## src/rtl/fetch_queue.sv

```systemverilog
// fetch_queue: instruction fetch queue between the fetch unit and decode.
// Holds up to 2**DEPTH_W records of DATA_W bits, in push order.
// A global ready (rdy_in) freezes the queue and flush_in empties it.
// Optional build macro FQ_BYPASS_EN lets a record offered to an empty queue
// pass straight to the consumer in the same cycle without being stored.
module fetch_queue #(
   parameter int unsigned DATA_W    = 88,
   parameter int unsigned DEPTH_W   = 4,
   parameter int unsigned AFULL_LVL = 2
) (
   input  logic               clk_in,
   input  logic               rst_in,
   input  logic               rdy_in,
   input  logic               flush_in,
   input  logic               in_valid,
   input  logic [DATA_W-1:0]  in_data,
   output logic               in_ready,
   output logic               out_valid,
   output logic [DATA_W-1:0]  out_data,
   input  logic               out_ready,
   output logic [DEPTH_W:0]   count,
   output logic               almost_full
);

   localparam int unsigned      DEPTH   = 2 ** DEPTH_W;
   localparam logic [DEPTH_W:0] DEPTH_C = {1'b1, {DEPTH_W{1'b0}}};
   localparam logic [DEPTH_W:0] ZERO_C  = {(DEPTH_W+1){1'b0}};
   localparam logic [DEPTH_W:0] ONE_C   = {{DEPTH_W{1'b0}}, 1'b1};
   localparam logic [DEPTH_W-1:0] PTR_ONE_C = {{(DEPTH_W-1){1'b0}}, 1'b1};

   logic [DATA_W-1:0]  mem_r [DEPTH];
   logic [DEPTH_W-1:0] wr_ptr_r;
   logic [DEPTH_W-1:0] rd_ptr_r;
   logic [DEPTH_W:0]   count_r;
   logic [DEPTH_W:0]   count_nxt_s;
   logic [DEPTH_W:0]   free_s;
   logic               empty_s;
   logic               full_s;
   logic               run_s;
   logic               byp_s;
   logic               push_s;
   logic               pop_s;
   logic               wr_en_s;
   logic               rd_en_s;

   // The queue only moves while out of reset, globally ready and not flushing.
   assign run_s   = rst_in && rdy_in && !flush_in;
   assign empty_s = (count_r == ZERO_C);
   assign full_s  = (count_r == DEPTH_C);
   assign free_s  = DEPTH_C - count_r;

`ifdef FQ_BYPASS_EN
   assign byp_s = run_s && empty_s && in_valid && out_ready;
`else
   assign byp_s = 1'b0;
`endif

   // in_ready deliberately does not look at out_ready, so a full queue stalls
   // the producer even if the consumer is popping this cycle.
   assign in_ready    = run_s && !full_s;
   assign out_valid   = run_s && (!empty_s || byp_s);
   assign push_s      = in_valid && in_ready;
   assign pop_s       = out_valid && out_ready;
   // A bypassed record completes both handshakes without touching storage.
   assign wr_en_s     = push_s && !byp_s;
   assign rd_en_s     = pop_s && !byp_s;
   assign count       = count_r;
   assign almost_full = ({{(31-DEPTH_W){1'b0}}, free_s} <= AFULL_LVL);

   // Head record is shown whenever something is stored so it holds steady
   // through a pause; a bypassed record is shown when the queue is empty.
   always_comb begin
      out_data = {DATA_W{1'b0}};
      if (!empty_s) begin
         out_data = mem_r[rd_ptr_r];
      end else if (byp_s) begin
         out_data = in_data;
      end else begin
         out_data = {DATA_W{1'b0}};
      end
   end

   // Next occupancy from the real storage write/read enables.
   always_comb begin
      count_nxt_s = count_r;
      case ({wr_en_s, rd_en_s})
         2'b10:   count_nxt_s = count_r + ONE_C;
         2'b01:   count_nxt_s = count_r - ONE_C;
         2'b11:   count_nxt_s = count_r;
         default: count_nxt_s = count_r;
      endcase
   end

   // Pointer and occupancy state; flush wins over everything but reset.
   always_ff @(posedge clk_in or negedge rst_in) begin
      if (!rst_in) begin
         wr_ptr_r <= {DEPTH_W{1'b0}};
         rd_ptr_r <= {DEPTH_W{1'b0}};
         count_r  <= ZERO_C;
      end else if (flush_in) begin
         wr_ptr_r <= {DEPTH_W{1'b0}};
         rd_ptr_r <= {DEPTH_W{1'b0}};
         count_r  <= ZERO_C;
      end else begin
         if (wr_en_s) begin
            wr_ptr_r <= wr_ptr_r + PTR_ONE_C;
         end
         if (rd_en_s) begin
            rd_ptr_r <= rd_ptr_r + PTR_ONE_C;
         end
         count_r <= count_nxt_s;
      end
   end

   // Record storage; contents need no reset because count gates visibility.
   always_ff @(posedge clk_in) begin
      if (wr_en_s) begin
         mem_r[wr_ptr_r] <= in_data;
      end
   end

endmodule
```

## config.mk

```make
export PLATFORM = sky130hd
export DESIGN_NAME = fetch_queue
export DESIGN_NICKNAME = d
export VERILOG_FILES = /design/src/rtl/fetch_queue.sv
export SDC_FILE = /design/constraint.sdc
export NUM_CORES = 1
export LEC_CHECK = 0
export ABC_AREA = 1
export BUFFER_PORTS_ARGS = -buffer_cell sky130_fd_sc_hd__buf_4
export CAP_MARGIN = 20
export CORE_MARGIN = 2
export CORE_UTILIZATION = 53
export CTS_CLUSTER_SIZE = 8
export DETAILED_ROUTE_END_ITERATION = 6
export PLACE_DENSITY = 0.7
export SLEW_MARGIN = 20
export SYNTH_ARGS = -nofsm -noshare
export SYNTH_HDL_FRONTEND = slang
export SYNTH_SLANG_ARGS = --single-unit
```

## constraint.sdc

```tcl
create_clock -name clk_in -period 8.9 [get_ports clk_in]
set_input_delay 1.78 -clock clk_in [delete_from_list [all_inputs] [get_ports clk_in]]
set_output_delay 1.78 -clock clk_in [all_outputs]
set_load 0.005 [all_outputs]
```

# == After elaboration in Yosys (flattened, before gate mapping) ==
# Memories as Yosys holds them, arrays and structs flattened.
# Index checks and enable logic that the tools add are counted.
# totals
word_cells,35
n_memories,1
ff_bits,13
ramBits,1408
in_bits,94
output_inout_bits,96
# classes
reduce_logical,13
addsub,5
n_eq_ne,3
mux,9
magnitude_cmp,1
# memory_table
memory,depth,word_bits,read_ports,rd_ports_with_merged_regs,write_ports,line_no,source
mem_r,16,88,1,0,1,31,logic [DATA_W-1:0] mem_r [DEPTH];
# ops
cell,count
88-bit 2-to-1 mux,1
4-bit 2-to-1 mux,4
5-bit case mux with 2 select lines,1
"4-bit by 1-bit adder with 4-bit output, second input constant",2
1-bit logical AND,6
"5-bit by 1-bit adder with 5-bit output, second input constant",1
"5-bit equality test, second input constant",1
"5-bit by 2-bit less-or-equal comparator with 1-bit output, second input constant",1
5-bit logical NOT,1
5-bit 2-to-1 mux,1
"5-bit by 1-bit subtractor with 5-bit output, second input constant",1
"5-bit subtractor, first input constant",1
2-bit nonzero test,2
1-bit logical NOT,3
3-bit nonzero test,1
"2-bit by 1-bit equality test with 1-bit output, second input constant",1
"2-bit equality test, second input constant",1
1-bit 2-to-1 mux,2

# == Logic depth before layout (Yosys ltp) ==
# depth
word_depth,7
ltp_mapped,21
ltp_nobuf,20

# == Worst setup path after synthesis ==
# No wires, ideal clock.
# synth_path
kind,input to register
start,in flush_in
end,"mem mem_r[11][0], enable pin"
t_arrival_ps,6171
t_required_ps,8365
slack_ps,2194
setup_time_ps,535
n_path_buf,1
stages,6
cell_sequence,buf_2 > nor2_4 > nand3b_2 > inv_1 > nand2_1 > nor2_1
# synth_between
elab_chain_cells,6
# synth_lines
element,line_no,source
from (decl),14,"input logic flush_in,"
1-bit logical NOT,47,assign run_s = rst_in && rdy_in && !flush_in;
1-bit logical AND,47,
1-bit logical AND,60,assign in_ready = run_s && !full_s;
1-bit logical AND,62,assign push_s = in_valid && in_ready;
1-bit 2-to-1 mux,117,if (wr_en_s) begin
1-bit 2-to-1 mux (not written as such),118,mem_r[wr_ptr_r] <= in_data;
to (decl),31,
# Every way passes these cells.

# == Worst setup path after layout ==
# layout_path
start,reg rd_ptr_r[0]
end,out out_data[19]
# layout_between
elab_chain_cells,2
# layout_lines
element,line_no,source
from (decl),33,logic [DEPTH_W-1:0] rd_ptr_r;
from (signal assigned),98,rd_ptr_r <= {DEPTH_W{1'b0}};
from (signal assigned),102,rd_ptr_r <= {DEPTH_W{1'b0}};
from (signal assigned),109,rd_ptr_r <= rd_ptr_r + PTR_ONE_C;
memory 16 x 88 bit,--,
88-bit 2-to-1 mux,74,if (!empty_s) begin
to (decl),19,"output logic [DATA_W-1:0] out_data,"
# Every way passes these cells.

==> results by group <==
Status
  – Outcome: finished clean

Clock network
  – CTS buffer count: 195
  – Setup bufs post-CTS: 0
  – CTS Sinks: 1421
  – Maximum root-to-sink buffer count: 3
  – CTS tree: done
  – Clk pin slew, worst setup/hold paths: 0.05 ns
  – CTS root buf: clkbuf_16
  – Cts hold-fix bufs: 0
  – Worst-Skew Late Latency: 0.76 ns
  – Htree depth: 4
  – PostCTS Resize Cnt: 0

Setup path
  – CP Capture Type: primary output
  – Largest fanout on the critical path: 100
  – Kind of critical path: flop to primary output
  – CP Data Required Time: 7.12 ns
  – Critical Path AT: 4.57 ns
  – Critical R2R Launch: count[0]$_DFFE_PN0P_
  – CP Launch Type: flop
  – CP startpoint: rd_ptr_r[0]$_DFFE_PN0P_

Worst hold path
  – Min-delay worst type: flop to flop
  – Hold path start: count[4]$_DFFE_PN0P_

Routing
  – 1st-pass router iterations: 6
  – ANT nets after route: 0
  – Vias: 34.4k
  – WL final: 140 mm
  – First-iteration detailed-routing DRC count: 4091
  – Drc violations: 0
  – Avg Vias per Cell: 6.34
  – WL/cell: 25.8 microns

Die
  – Initial core utilization: 53.4%
  – Die width: 327 microns
  – Top-level I/O count: 190
  – Row count: 118
  – Core Region: 0.103 sq mm
  – Chip Height: 327 microns
  – Die area: 0.107 sq mm

Yosys
  – Mapped Cells: 3884
  – Synth async-reset ratio: 0.915%
  – Sequential fraction of the synthesis area: 77.0%
  – Post-Syn Nets: 3989
  – Syn_area_per_cell: 14.2 sq um
  – Distinct cell type count after synthesis: 35
  – Ys Warns: 0
  – Synthesized area: 0.0553 sq mm
  – Dominant synthesized flop cell: edfxtp_1
  – FF+latch count, synth: 1421
  – Post-synth EDFFs: 1408

Power and ir drop
  – Worst vdd ir: 222 uV
  – Power Density: 234 mW/mm^2
  – Leak pwr: 20.0 nW

Flow run
  – Max Cap Viol: 0

Timing
  – Tmin final: 6.35 ns
  – Final Setup Violations: 0
  – Clock Skew: 0.0154 ns
  – RSZ-0062 raised after global routing: false
  – Final period utilization: 71.3%
  – FMAX: 158 MHz
  – Slew Viols, Final: 0
  – Final hold vios: 0
  – Worst Max-Slew Pin Slew: 1.12 ns
  – Setup TNS: 0 ns
  – Max-slew headroom: 25.1%

Layout
  – Layout area overhead: 13.7%
  – Post-Layout Cell Count: 5417
  – Commonest non-fill, non-tap cell in the layout: edfxtp_1
  – Post-layout util: 60.7%
  – Fillers: 7558
  – Most frequent cells in the layout: 1408 x edfxtp_1, 710 x nor2_1, 631 x o21ai_0
  – Final instance area: 0.0629 sq mm
  – Share of layout cells above drive strength 1: 11.8%
  – Fin nets: 4115

Placement
  – Port Buffer Count: 189
  – HPWL Detailed: 61.2 mm
  – Area after DPL: 0.0577 sq mm
  – Cells after DPL: 5193
  – Global placement routability congestion: 0.746

Global route
  – Initial antenna violation count: 8
  – Global-route wire length before repair: 208 mm
  – Largest net degree at the start of global routing: 253
  – Total GRT Usage: 25.9%
  – Congestion Overflow GR: 0
  – Number of global-route vias before repair: 33.6k
==> worst max-delay path, cell delays in order, from the launching register on <==
cell and delay (ns):
dfrtp_4 0.73, buf_4 0.79, buf_4 0.81, o21ai_0 0.23, o221ai_1 0.23, o211ai_1 0.12, a21oi_1 0.49, buf_4 0.21
==> registers in the layout (all words and copies together), names as in the netlist <==
register and flops:
mem_r 1408, rd_ptr_r 4, wr_ptr_r 4, count 5
==> layout make-up <==
cell class              instances  area (sq um)  share of cell area [%]
well taps                    1380          1730                    2.75
flip-flops and latches       1421         42600                    67.8
diodes                          5          12.5                  0.0199
repair buffers                232          1920                    3.05
clock buffers                 209          5010                    7.96
multi-input cells            2130         11300                    18.0
inverters                      30           144                   0.229
clock inverters                10           140                   0.223
==> kinds of logic (layout without fill, tap and decap cells) <==
group,Yosys count,in the layout,share of synthesized area (%)
flops,1421,1421,77.0
compound gates,1274,1274,14.0
simple gates,843,843,5.97
buf+inv,333,481,2.75
fa+ha+maj,11,11,0.249
xor+xnor,2,2,0.0317
other cells,0,5,0
==> per-layer routing <==
| layer | track usage (%) | vias to the layer above | part of all wire, % |
|---|---|---|---|
| li1 | - | 15200 | - |
| met1 | 34.9 | 17300 | 40 |
| met2 | 42.7 | 1637 | 49 |
| met3 | 4.28 | 277 | 7.9 |
| met4 | 9.71 | 6 | 2.8 |
| met5 | 0 | - | 0.026 |
==> worst paths after layout <==
check                                          end  slack [ns]  cells after the start
min in group asynchronous     count[1]$_DFFE_PN0P_        0.87                      1
min reg2reg                   count[4]$_DFFE_PN0P_        0.56                      2
max in group asynchronous  rd_ptr_r[2]$_DFFE_PN0P_        7.82                      1
min                           count[4]$_DFFE_PN0P_        0.56                      2
max reg2reg                mem_r[10][41]$_DFFE_PP_        4.85                     10
max                                   out_data[19]        2.55                      7
==> metrics by stage <==
step	hold WS [ns]	total power, mW	setup slack (ns)
6_report	0.563	14.7	2.55
4_1_cts	0.572	14.8	2.45
5_1_grt	0.596	15.1	2.38
2_1_floorplan	0.495	7.91	2.19
3_3_place_gp	0.548	8.38	3.29
3_5_place_dp	0.562	8.39	3.26
==> cells in the mapped netlist, types with 2 or more instances <==
master	instances	share of area (%)
nor2_1	726	4.9
nand3_1	73	0.66
xor2_1	2	0.032
o22ai_1	112	1.3
nor2_4	2	0.041
buf_4	23	0.31
o21ai_0	631	5.7
nand2_1	32	0.22
inv_1	24	0.16
nor3_1	4	0.036
o211ai_1	111	1.5
ha_1	11	0.25
o21ai_1	79	0.71
edfxtp_1	1408	76
inv_2	5	0.034
buf_6	11	0.22
buf_1	2	0.014
o221ai_1	241	3.8
dfrtp_1	13	0.59
buf_2	80	0.72
a211oi_1	2	0.027
clkbuf_1	186	1.3
a21oi_1	94	0.85
==> report_power, final <==
part / switching (mW) / internal, mW / leakage, nW
clock network: 2.54 / 3.89 / 2.52
registers: 0.0162 / 7.39 / 12.8
logic: 0.573 / 0.290 / 4.62
(Power assumes the default switching activity.)
